==> src/rtl/stopwatch_lap_timer.sv <==
`default_nettype none
// ============================================================================
// Module      : stopwatch_lap_timer
// Description : Stopwatch control FSM with prescaled tick counter, overflow
//               policy and a show-ahead lap-capture FIFO.
//               Optional feature macro: STOPWATCH_WRAP_EN
//                 defined   -> counter wraps, cnt_ovf is a sticky flag
//                 undefined -> counter saturates, SATURATED state entered
// Revision    : 1.0 - initial release
// ============================================================================
module stopwatch_lap_timer #(
  parameter int CNT_W     = 16,
  parameter int PRESCALE  = 10,
  parameter int LAP_DEPTH = 4
) (
  input  logic                         clk,
  input  logic                         rst_n,
  input  logic                         start,
  input  logic                         stop,
  input  logic                         reset,
  input  logic                         lap,
  input  logic                         lap_rd,
  output logic [1:0]                   status,
  output logic                         count_en,
  output logic [CNT_W-1:0]             count,
  output logic                         cnt_ovf,
  output logic                         lap_valid,
  output logic [CNT_W-1:0]             lap_data,
  output logic [$clog2(LAP_DEPTH):0]   lap_level,
  output logic                         lap_ovf
);

  // Widths. A prescaler of 1 still gets a 1-bit register that stays at 0.
  localparam int c_pw = (PRESCALE > 1) ? $clog2(PRESCALE) : 1;
  localparam int c_aw = $clog2(LAP_DEPTH);
  localparam int c_lw = c_aw + 1;

  localparam logic [c_pw-1:0]  c_presc_last = c_pw'(PRESCALE - 1);
  localparam logic [CNT_W-1:0] c_cnt_max    = '1;
  localparam logic [c_lw-1:0]  c_fifo_full  = c_lw'(LAP_DEPTH);

  // Encoding equals the status output code.
  typedef enum logic [1:0] {
    S_IDLE      = 2'b00,
    S_RUNNING   = 2'b01,
    S_PAUSED    = 2'b10,
    S_SATURATED = 2'b11
  } state_t;

  state_t            r_state;
  state_t            w_state_nxt;
  logic [c_pw-1:0]   r_presc;
  logic [CNT_W-1:0]  r_count;

  logic [CNT_W-1:0]  r_mem [LAP_DEPTH];
  logic [c_aw-1:0]   r_wr_ptr;
  logic [c_aw-1:0]   r_rd_ptr;
  logic [c_lw-1:0]   r_level;
  logic              r_lap_ovf;

  logic              w_tick;
  logic              w_at_max;
  logic              w_lap_acc;
  logic              w_full;
  logic              w_pop;
  logic              w_push;
  logic              w_drop;

  // Tick and FIFO handshake qualifiers; the synchronous clear blocks lap traffic.
  always_comb begin
    w_tick    = (r_state == S_RUNNING) && (r_presc == c_presc_last);
    w_at_max  = (r_count == c_cnt_max);
    w_lap_acc = lap && !reset && (r_state != S_IDLE);
    w_full    = (r_level == c_fifo_full);
    w_pop     = lap_rd && (r_level != '0) && !reset;
    w_push    = w_lap_acc && (!w_full || w_pop);
    w_drop    = w_lap_acc && w_full && !w_pop;
  end

  // Next-state logic: reset > stop > start; SATURATED only exits via reset.
  always_comb begin
    w_state_nxt = r_state;
    if (reset) begin
      w_state_nxt = S_IDLE;
    end else begin
      case (r_state)
        S_IDLE: begin
          if (!stop && start) w_state_nxt = S_RUNNING;
        end
        S_RUNNING: begin
          if (stop) begin
            w_state_nxt = S_PAUSED;
          end
`ifndef STOPWATCH_WRAP_EN
          else if (w_tick && w_at_max) begin
            w_state_nxt = S_SATURATED;
          end
`endif
        end
        S_PAUSED: begin
          if (!stop && start) w_state_nxt = S_RUNNING;
        end
        S_SATURATED: begin
          w_state_nxt = S_SATURATED;
        end
        default: begin
          w_state_nxt = S_IDLE;
        end
      endcase
    end
  end

  // State register.
  always_ff @(posedge clk or negedge rst_n) begin
    if (!rst_n) r_state <= S_IDLE;
    else        r_state <= w_state_nxt;
  end

  // Prescaler: advances only while running, holds when paused, clears in idle.
  always_ff @(posedge clk or negedge rst_n) begin
    if (!rst_n) begin
      r_presc <= '0;
    end else if (reset) begin
      r_presc <= '0;
    end else begin
      case (r_state)
        S_RUNNING: r_presc <= w_tick ? '0 : r_presc + 1'b1;
        S_IDLE:    r_presc <= '0;
        default:   r_presc <= r_presc;
      endcase
    end
  end

  // Elapsed-tick counter; at the top value it either wraps or holds.
  always_ff @(posedge clk or negedge rst_n) begin
    if (!rst_n) begin
      r_count <= '0;
    end else if (reset) begin
      r_count <= '0;
    end else if (w_tick) begin
      if (!w_at_max) begin
        r_count <= r_count + 1'b1;
      end
`ifdef STOPWATCH_WRAP_EN
      else begin
        r_count <= '0;
      end
`endif
    end
  end

`ifdef STOPWATCH_WRAP_EN
  logic r_cnt_ovf;

  // Sticky wrap flag, set on the first wrap and cleared only by a reset.
  always_ff @(posedge clk or negedge rst_n) begin
    if (!rst_n)                    r_cnt_ovf <= 1'b0;
    else if (reset)                r_cnt_ovf <= 1'b0;
    else if (w_tick && w_at_max)   r_cnt_ovf <= 1'b1;
  end

  assign cnt_ovf = r_cnt_ovf;
`else
  assign cnt_ovf = (r_state == S_SATURATED);
`endif

  // Lap storage; not reset because unread slots are masked at the output.
  always_ff @(posedge clk) begin
    if (w_push) r_mem[r_wr_ptr] <= r_count;
  end

  // FIFO pointers, fill level and sticky drop flag.
  always_ff @(posedge clk or negedge rst_n) begin
    if (!rst_n) begin
      r_wr_ptr  <= '0;
      r_rd_ptr  <= '0;
      r_level   <= '0;
      r_lap_ovf <= 1'b0;
    end else if (reset) begin
      r_wr_ptr  <= '0;
      r_rd_ptr  <= '0;
      r_level   <= '0;
      r_lap_ovf <= 1'b0;
    end else begin
      if (w_push) r_wr_ptr <= r_wr_ptr + 1'b1;
      if (w_pop)  r_rd_ptr <= r_rd_ptr + 1'b1;
      if (w_push && !w_pop)      r_level <= r_level + 1'b1;
      else if (w_pop && !w_push) r_level <= r_level - 1'b1;
      if (w_drop) r_lap_ovf <= 1'b1;
    end
  end

  // Output decode, all from registered state.
  always_comb begin
    status    = r_state;
    count_en  = (r_state == S_RUNNING);
    count     = r_count;
    lap_valid = (r_level != '0);
    lap_data  = (r_level != '0) ? r_mem[r_rd_ptr] : '0;
    lap_level = r_level;
    lap_ovf   = r_lap_ovf;
  end

endmodule
`default_nettype wire

==> config.mk <==
export PLATFORM = sky130hd
export DESIGN_NAME = stopwatch_lap_timer
export DESIGN_NICKNAME = d
export VERILOG_FILES = /design/src/rtl/stopwatch_lap_timer.sv
export SDC_FILE = /design/constraint.sdc
export NUM_CORES = 1
export LEC_CHECK = 0
export CORE_ASPECT_RATIO = 1.4
export CORE_MARGIN = 2
export CORE_UTILIZATION = 35
export DETAILED_ROUTE_END_ITERATION = 10
export PLACE_DENSITY = 0.54
export RECOVER_POWER = 50
export SLEW_MARGIN = 15
export SYNTH_ARGS = -nofsm -noshare
export SYNTH_HDL_FRONTEND = slang
export SYNTH_SLANG_ARGS = --single-unit
export TNS_END_PERCENT = 1
==> constraint.sdc <==
create_clock -name clk -period 2.5 [get_ports clk]
set_input_delay 0.75 -clock clk [delete_from_list [all_inputs] [get_ports clk]]
set_output_delay 0.75 -clock clk [all_outputs]
set_load 0.02 [all_outputs]
Word-level counts from Yosys, hierarchy flattened --
Memory sizes are Yosys's and may differ from the RTL's. Cells that the tools add are included. Widths: inputs -> output; s select.
Word-level totals: register bits after elaboration 30, RAM bits 64, input port bits 7, output and inout port bits 41, word-level logic and storage cells 76, memories 1
Memory list:
- r_mem | depth 4, width 16, read ports 1, clocked after Yosys merged registers in 0, wr ports 1, line 55 | logic [CNT_W-1:0] r_mem [LAP_DEPTH];
Cells by class: add/sub/neg operators 6, equal/unequal tests 9, muxes and demuxes 23, reduce and logical (&&, ||, !) cells 30
Operator list (count):
- $mux 16 | 4
- $add 16x1->16 const B | 1
- $eq 16x16->1 const B | 1
- $mux 2 | 8
- $logic_and 1x1->1 | 12
- $reduce_bool 2->1 | 5
- $mux 3 | 3
- $reduce_bool 3->1 | 3
- $mux 4 | 2
- $pmux 4 s2 | 1
- $pmux 2 s3 | 1
- $logic_not 1->1 | 5
- $add 2x1->2 const B | 2
- $add 4x1->4 const B | 1
- $eq 2x2->1 const B | 2
- $eq 4x4->1 const B | 1
- $mux 1 | 4
- $ne 4x3->1 const B | 1
- $reduce_and 2->1 | 2
- $add 3x1->3 const B | 1
- $eq 3x3->1 const B | 1
- $ne 3x1->1 const B | 1
- $sub 3x1->3 const B | 1
- $eq 2x1->1 const B | 1
- 4 further kinds | 4

Longest topological paths before layout --
Gate-level depths: netlist (run 1).
depth in word-level cells 10, mapped depth 9, gate-level depth less buffers 8

Worst setup path after synthesis (run 1) --
OpenSTA, ideal clock, no wires.
path type input-to-reg, start input port lap_rd, end register r_level[2], in the netlist lap_level[2], setup time 0.069 ns, data arrival time 2.571 ns, required time 2.431 ns, setup slack -0.140 ns, stages on the path 7, buffers on the path 0, cell sequence nor4b_1 > nor3_2 > and2_1 > fa_1 > or4_1 > a211o_1 > nand3_1
On the way: cells in the longest elaborated chain, start to end 7, elaborated cells between the ends (all ways) 11, classes of those cells 2 x mux; 9 x reduce/logical
Ends and longest elaborated chain:
- start, declared | line 22 | input logic lap_rd,
- $logic_and 1x1->1 (*) (2 in series) | line 75 | w_pop = lap_rd && (r_level != '0) && !reset;
- $logic_or 1x1->1 | line 76 | w_push = w_lap_acc && (!w_full || w_pop);
- $logic_and 1x1->1 | line 76
- $logic_and 1x1->1 / $logic_not 1->1 (equally long branches) | line 187, 188
- $mux 3 / $logic_and 1x1->1 (equally long branches) | line 187, 188
- $mux 3 / $reduce_bool 3->1 (equally long branches)
- end signal, assigned | line 187 | if (w_push && !w_pop) r_level <= r_level + 1'b1;
- end signal, assigned | line 188 | else if (w_pop && !w_push) r_level <= r_level - 1'b1;
- end, declared | line 58 | logic [c_lw-1:0] r_level;
Every way passes the cells marked *; elsewhere a longest branch is shown, timed or not. A chain may end at the register's enable or synchronous reset.

Final worst setup path (run 1) --
start register r_rd_ptr[0], end output port lap_data[1]
On the way: cells in the longest elaborated chain, start to end 2
Ends and longest elaborated chain:
- start, declared | line 57 | logic [c_aw-1:0] r_rd_ptr;
- start signal, assigned | line 186 | if (w_pop) r_rd_ptr <= r_rd_ptr + 1'b1;
- $mem_v2 4x16
- $mux 16 | line 199 | lap_data = (r_level != '0) ? r_mem[r_rd_ptr] : '0;
- end, declared | line 28 | output logic [CNT_W-1:0] lap_data,
Every way passes these cells.

==> results of run 1 <==
## cell type report
class	count	area, sq um
fill	1059	6238
sequential	94	2674
multi-input combinational	176	1584
timing repair buffer	76	803.3
clock buffer	9	225.2
tap	147	183.9
clock inverter	7	128.9
inverter	11	41.29
## power groups by stage
stage | Sequential, mW | Clock (mW) | Combinational (mW)
after floorplan | 1.77 | 0 | 0.722
after global routing | 1.73 | 1.68 | 1.73
after CTS | 1.72 | 1.64 | 1.37
after detailed placement | 1.74 | 0 | 1.42
after global placement | 1.74 | 0 | 1.41
final | 1.72 | 1.60 | 1.63
## state kept, by name (all words and copies together), names as in the netlist
signal / count
r_wr_ptr: 2
r_presc: 4
lap_ovf: 1
status: 2
count: 16
lap_level: 3
r_rd_ptr: 2
r_mem: 64
## what timing repair did
item / 4_1_cts / 5_1_grt
buffers inserted: 1 / 0
gates resized for setup: 71 / 48
cloned: 2 / 0
pin swaps: 0 / 16
setup endpoints to repair: 19 / 17
## cells by family after synthesis
family / synth area share
AOI/OAI and AO/OA: 0.07913
xor gates and xnor gates: 0.006133
adders and majority gates: 0.02511
buffers and inverters: 0.02102
DFF: 0.6236
muxes: 0.09869
and+or+nand+nor: 0.1463
## placed cells by master, fill, tap and decap left out, types with 4 or more instances in the layout
master and count:
a21oi_1 8, and2_1 7, and2_4 16, buf_12 8, buf_4 14, buf_6 16
clkbuf_1 5, clkbuf_16 9, clkdlybuf4s50_1 27, dfrtp_1 29, edfxtp_1 64, ha_1 7
inv_1 10, mux2i_1 4, mux4_2 16, nand2_1 9, nand3_1 11, nand4_1 5
nor2_1 12, nor4_1 4, o21ai_0 7, or4_1 4
## stage by stage
stage / utilization / instances / setup slack, ns / hold WS (ns)
after floorplan: - / 291 / 0.009531 / 0.4544
after global placement: 0.4376 / 502 / -0.4497 / 0.4848
after detailed placement: 0.4376 / 502 / -0.4996 / 0.4861
after CTS: 0.4671 / 521 / -0.1357 / 0.5017
after global routing: 0.4748 / 520 / -0.08179 / 0.5050
final: 0.4748 / 520 / -0.04251 / 0.4865
## layer usage
metal,up-vias,GRT usage,share of wire
met2,63,0.2678,0.54
met5,-,0,0
met1,1393,0.1720,0.41
li1,1292,-,-
met3,9,0.02484,0.034
met4,0,0.06250,0.016
## worst paths after layout
kind | start | to | slack [ns] | depth (start not counted)
max | r_rd_ptr[0] | lap_data[1] | -0.04 | 4
min | count[7] | r_mem[0][7] | 0.49 | 0
max reg2reg | lap_level[0] | lap_level[2] | 0.18 | 8
min reg2reg | count[7] | r_mem[0][7] | 0.49 | 0
max in group asynchronous | rst_n | r_rd_ptr[0] | 0.93 | 2
min in group asynchronous | rst_n | r_rd_ptr[0] | 1.02 | 2
==> out/metrics.yaml, run 1 <==
syn_to_final_growth_pct: 31.62
synth_area_leaders: "edfxtp_1, dfrtp_1, mux4_2, and2_1, ha_1"
antenna_found_initial: 0
synth-edff-count: 64
rows: 47
first_global_vias: 2763
routed_wl_mm: 9.302
vias: 2757
syn_nets: 306
die_x_um: 97.52
layout-drive-gt1-share: 0.2949
startpoint_type: "register"
path_delay_family: "multiplexers"
power_density_mw_per_mm2: 877.4
power_frac_seq: 0.348
place_area_sq_mm: 0.005199
drv_slew: 0
final_cell_area_sq_mm: 0.005640
holdBufCountCts: 0
p_clk_frac: 0.323
synthDistinctLibCells: 59
avgViaCountPerCell: 5.302
p_int_mw: 3.583
worst_ep_arrival_time_ns: 1.79
portBuffers: 47
coreArea_sq_mm: 0.01188
rsz0062_at_grt: "true"
synth.top_cell.area_share: 0.4485
fin_crit_sh: 1.017
cts_sinks: 94
path_buf_inv: 2
hold_violations: 0
async_flop_share: 0.3191
grtUsageTotal: 0.1475
synth_area_leader_cell: "edfxtp_1"
required_ns: 1.75
place_congestion: 0.8685
ys.warnings.count: 0
die_h_um: 134.9
drv_cap: 0
wl_per_cell_um: 17.89
worstPathMaxFanout: 5
power.share.combinational: 0.329
violations: "negative setup slack"
grt_pass1_wl_mm: 14.92
synthFlopType: "edfxtp_1"
finalPower_mw: 4.949
fin_skew_ns: 0.005789
drtIter0Drc: 131
slew_headroom: 0.4631
root_buffer: "clkbuf_16"
drcViolationCount: 0
tightest_slew_ns: 0.8054
io_pins: 48
syn_inst: 291
fmaxAchievable_mhz: 393.3
end_kind: "output pin"
clkTransAtPathRegs_ns: 0.07
clk-insertion-delay-late_ns: 0.34
cts_buffers: 9
min_period_ns: 2.543
avgSynthCellArea_sq_um: 14.73
yosys_register_bits: 94
p_leak_nw: 2.095
diodes: 0
ir_drop_mv: 0.4607
antenna_left: 0
grt_overflow: 0
post-dp-hpwl_mm: 6.107
fin_setup_tns_ns: -0.1417
max_stage_delay_ns: 0.52
setup_slack_ns: -0.04251
setup_viol: 10
ys_seq_area_frac: 0.6236
synth_most_common_cell: "edfxtp_1"
switching_share: 0.2760
outcome: "finished, violations left"
crit_type: "register to output pin"
fin_nets: 383
initial_utilization: 0.3608
grt_start_max_net_pins: 31
hold_path.class: "register to register"
switching_power_mw: 1.366
cts_tree: "yes"
slowest_stage: "mux4_2"
h-tree-depth: 3
die-area_sq_mm: 0.01316
clk_path_buf_depth: 2
synth_commonest_cells: "edfxtp_1, dfrtp_1, and2_1"
drt-pass1-iter-count: 6
netlist_area_sq_mm: 0.004285
cp_cell_sequence: "buf_12 -> mux4_2 -> and2_4 -> buf_6"
No activity file was read; power rests on OpenSTA's default activity.
==> run 2, diff against run 1 <==
PLACE_DENSITY = 0.52   (was 0.54)
SETUP_SLACK_MARGIN = 0.2   (was unset)
clock period = 3.3 ns   (was 2.5 ns; I/O delays follow)
==> out/metrics.yaml, run 2 (synthesized netlist as in run 1, its figures left out) <==
outcome: "finished, violations left"
violations: "max-capacitance violations, max-slew violations"
drv_slew: 31
crit_cells: 4
fin_nets: 367
fin_skew_ns: 0.003524
io_pins: 48
hold_path.class: "register to register"
met2_length_mm: 4.675
slew_headroom: -0.1628
cts_buffers: 9
power_frac_seq: 0.395
grtUsageTotal: 0.1442
setup_slack_ns: 0.1629
post-dp-hpwl_mm: 5.950
min_period_ns: 3.137
p_int_mw: 2.360
routed_wl_mm: 9.127
drt-pass1-iter-count: 4
final_common_cell: "edfxtp_1"
rows: 47
ir_drop_mv: 0.2554
portBuffers: 47
path_delay_family: "buffers and inverters"
largest_reg_flops: 64
syn_to_final_growth_pct: 23.18
required_ns: 2.31
antenna_found_initial: 0
hold_violations: 0
antenna_left: 0
rsz0062_at_grt: "true"
coreArea_sq_mm: 0.01188
die_h_um: 134.9
grt_overflow: 0
end_kind: "output pin"
met1_length_mm: 3.998
p_clk_frac: 0.322
root_buffer: "clkbuf_16"
dp_slack_ns: -0.03109
crit_type: "register to output pin"
power_density_mw_per_mm2: 624.0
tightest_slew_ns: 1.744
rr_worst_depth: 5
drv_cap: 1
fin_setup_tns_ns: 0
grt_pass1_wl_mm: 14.67
highest_layer: "met4"
fmaxAchievable_mhz: 318.8
clk-insertion-delay-late_ns: 0.34
n_fill_cell: 1096
initial_utilization: 0.3608
place_congestion: 0.8040
diodes: 0
power.share.combinational: 0.283
vias: 2714
grt_start_max_net_pins: 31
hold-path-cell-count: 1
seqCellArea_sq_mm: 0.002673
first_global_vias: 2691
max_stage_delay_ns: 0.53
drtIter0Drc: 126
clk_path_buf_depth: 2
worst_ep_arrival_time_ns: 2.15
startpoint_type: "register"
multiInputGateArea_sq_mm: 0.001508
worstPathMaxFanout: 18
layout_common_cells: "edfxtp_1, clkdlybuf4s50_1, dfrtp_1, and2_1, mux4_2"
die-area_sq_mm: 0.01316
setup_viol: 0
p_leak_nw: 1.892
slowest_stage: "clkdlybuf4s50_1"
die_x_um: 97.52
switching_power_uw: 934.0
clkTransAtPathRegs_ns: 0.07
cp_cell_sequence: "buf_12 -> mux4_2 -> and2_1 -> clkdlybuf4s50_1"
drcViolationCount: 0
cts_tree: "yes"
layout-drive-gt1-share: 0.1597
fin_crit_sh: 0.9506
wl_per_cell_um: 18.11
wl_met3_um: 271
path_buf_inv: 2
avgViaCountPerCell: 5.385
cts_sinks: 94
h-tree-depth: 3
switching_share: 0.2836
regMostFlops: "r_mem"
==> run 2: cell types whose count changed in the layout (fill, tap and decap cells not counted), sizes merged <==
cell,change
dlygate4sd3,+2
dlymetal6s2s,+1
clkdlybuf4s50,+15
buf,-30
dlygate4sd2,-2
bufinv,-2
==> run 2: power by group through the flow <==
| stage | clock (mW) | combinational, mW | sequential, mW |
|---|---|---|---|
| after floorplan | 0 | 0.541 | 1.34 |
| after global placement | 0 | 0.955 | 1.32 |
| after detailed placement | 0 | 0.960 | 1.32 |
| after CTS | 1.09 | 0.964 | 1.30 |
| after global routing | 1.12 | 1.01 | 1.30 |
| final | 1.06 | 0.932 | 1.30 |
==> run 2: worst paths after layout <==
| check | startpoint | end | slack [ns] |
|---|---|---|---|
| max in group asynchronous | rst_n | count[14] | 0.65 |
| worst max-delay path | r_rd_ptr[0] | lap_data[14] | 0.16 |
| worst min-delay path | lap_ovf | lap_ovf | 0.51 |
| min in group asynchronous | rst_n | r_rd_ptr[0] | 1.64 |
| worst min register to register | lap_ovf | lap_ovf | 0.51 |
| worst max register to register | count[1] | count[2] | 0.63 |
==> run 2: through the flow <==
step | power (mW) | cells | util | area (sq um) | hold slack, ns
floorplan | 1.880 | 291 | - | 4285 | 0.4965
global placement | 2.280 | 488 | 0.4210 | 5001 | 0.4957
detailed placement | 2.284 | 488 | 0.4210 | 5001 | 0.5064
CTS | 3.352 | 504 | 0.4471 | 5311 | 0.5245
global route | 3.432 | 504 | 0.4444 | 5279 | 0.5422
finish | 3.294 | 504 | 0.4444 | 5279 | 0.5069
==> run 2: per-layer routing <==
layer  global-route usage  up-vias
met3              0.02381       12
li1                     -     1273
met4              0.05941        0
met1               0.1820     1375
met5                    0        -
met2               0.2475       54
==> run 2: cell type report <==
class,instances,share of cell area
inverters,11,0.007822
clock inverters,5,0.01209
repair buffers,60,0.1074
well taps,147,0.03484
flip-flops and latches,94,0.5063
clock buffers,11,0.04598
multi-input cells,176,0.2856
==> run 2: worst register-to-register path, stage by stage (launching register included) <==
cell and delay, ns:
dfrtp_1 0.56, ha_1 0.35, nand4_1 0.19, nor4_1 1.06
nor2_2 0.12, a311oi_2 0.31
==> run 2: what timing repair did <==
action | CTS | global route
pin swaps | 0 | 0
hold buffers | 0 | 0
setup buffers | 0 | 0
setup endpoints to repair | 17 | 15
gates resized for setup | 3 | 1
==> run 3, diff against run 2 <==
CORE_UTILIZATION = 44   (was 35)
PLACE_DENSITY = 0.63   (was 0.52)
==> out/metrics.yaml, run 3 (synthesized netlist as in run 1, its figures left out) <==
outcome: "finished, violations left"
violations: "max-capacitance violations, max-slew violations"
antenna_found_initial: 0
worst_ep_arrival_time_ns: 3.40
regMostFlops: "r_mem"
place_congestion: 0.8973
power_density_mw_per_mm2: 611.0
layout-drive-gt1-share: 0.1521
setup_slack_ns: 0.1781
hold_path.class: "register to register"
initial_utilization: 0.4530
ir_drop_mv: 0.2504
root_buffer: "clkbuf_16"
setup_viol: 0
grt_pass1_wl_mm: 13.55
crit_type: "input port to register"
cp_cell_sequence: "dlygate4sd3_1 -> nor4b_1 -> nor3_1 -> and2_1 -> fa_1 -> or4_1 -> a211o_1 -> nand3_1"
die-area_sq_mm: 0.01056
required_ns: 3.57
grtUsageTotal: 0.1720
die_x_um: 87.41
p_leak_nw: 1.870
grt_start_max_net_pins: 31
drtIter0Drc: 191
clk-insertion-delay-late_ns: 0.34
vias: 2681
n_fill_cell: 786
fin_crit_sh: 0.9460
final_util: 0.5478
routed_wl_mm: 8.540
diodes: 0
slew_headroom: -0.1873
h-tree-depth: 3
fin_skew_ns: 0.009738
syn_to_final_growth_pct: 20.91
tightest_slew_ns: 1.781
fmaxAchievable_mhz: 320.3
worstPathMaxFanout: 2
clk_path_buf_depth: 2
antenna_left: 0
die_h_um: 120.8
dp_slack_ns: -0.02450
slowest_stage: "dlygate4sd3_1"
min_period_ns: 3.122
avgViaCountPerCell: 5.766
drcViolationCount: 0
final_common_cell: "edfxtp_1"
cts_buffers: 9
first_global_vias: 2520
layout_common_cells: "edfxtp_1, clkdlybuf4s50_1, dfrtp_1, and2_1, mux4_2"
startpoint_type: "input port"
drt-pass1-iter-count: 4
final_cell_area_sq_mm: 0.005181
fin_hold_ws_ns: 0.4995
drv_cap: 1
largest_reg_flops: 64
rows: 42
hold_violations: 0
io_pins: 48
clkTransAtPathRegs_ns: 0.06
grt_overflow: 0
end_kind: "register"
max_stage_delay_ns: 0.56
rsz0062_at_grt: "true"
drv_slew: 31
coreArea_sq_mm: 0.009459
cts_tree: "yes"
fin_nets: 365
portBuffers: 47
fin_setup_tns_ns: 0
post-dp-hpwl_mm: 5.583
wl_per_cell_um: 18.37
cts_sinks: 94
place_area_sq_mm: 0.004940
==> run 3: changes by cell type in the layout (fill, tap and decap cells not counted), sizes merged <==
cell | previous run | this run
clkinv | 0 | 3
buf | 9 | 8
clkbuf | 15 | 12
bufinv | 1 | 0
==> run 3: final timing paths <==
path,slack (ns),from,cells past startpoint,to
worst max-delay path,0.18,lap_rd,8,lap_level[2]
worst max register to register,0.55,count[0],5,count[2]
max in group asynchronous,0.61,rst_n,2,count[8]
worst min register to register,0.50,lap_ovf,1,lap_ovf
min in group asynchronous,1.66,rst_n,2,lap_level[0]
worst min-delay path,0.50,lap_ovf,1,lap_ovf
==> run 3: critical path, delay by kind of cell <==
family	cells	cell delay, ns
and+or+nand+nor	5	1.16
buffers and inverters	1	0.56
adders and majority gates	1	0.38
AOI/OAI and AO/OA	1	0.30
==> run 3: metal layers <==
| layer | global-route usage | wire length [um] | vias to the layer above |
|---|---|---|---|
| met5 | 0 | 0 | - |
| met4 | 0.07212 | 124 | 0 |
| met3 | 0.03345 | 251 | 11 |
| met2 | 0.2732 | 4316 | 56 |
| met1 | 0.2299 | 3847 | 1347 |
| li1 | - | - | 1267 |
==> run 3: cell type report <==
type / count / area (sq um) / share of cell area
Sequential cell: 94 / 2673 / 0.5158
Tap cell: 110 / 137.6 / 0.02656
Clock buffer: 9 / 225.2 / 0.04347
Clock inverter: 7 / 46.29 / 0.008935
Timing Repair Buffer: 58 / 555.5 / 0.1072
Inverter: 11 / 41.29 / 0.007969
Multi-Input combinational cell: 176 / 1503 / 0.2900
==> run 3: per-stage QoR <==
step / cells / power, mW
3_3_place_gp: 449 / 2.253
2_1_floorplan: 291 / 1.880
4_1_cts: 465 / 3.216
5_1_grt: 465 / 3.297
3_5_place_dp: 449 / 2.262
6_report: 465 / 3.166
==> run 3: power breakdown <==
| group | total, mW | switching, mW | internal (mW) |
|---|---|---|---|
| sequential | 1.31 | 0.0313 | 1.28 |
| combinational | 0.914 | 0.452 | 0.462 |
| clock | 0.945 | 0.433 | 0.512 |
==> run 3: what timing repair did <==
item                       in CTS  in global routing
gates resized for setup         2                  1
setup buffers                   0                  0
setup endpoints to repair      17                 15
hold buffers                    0                  0
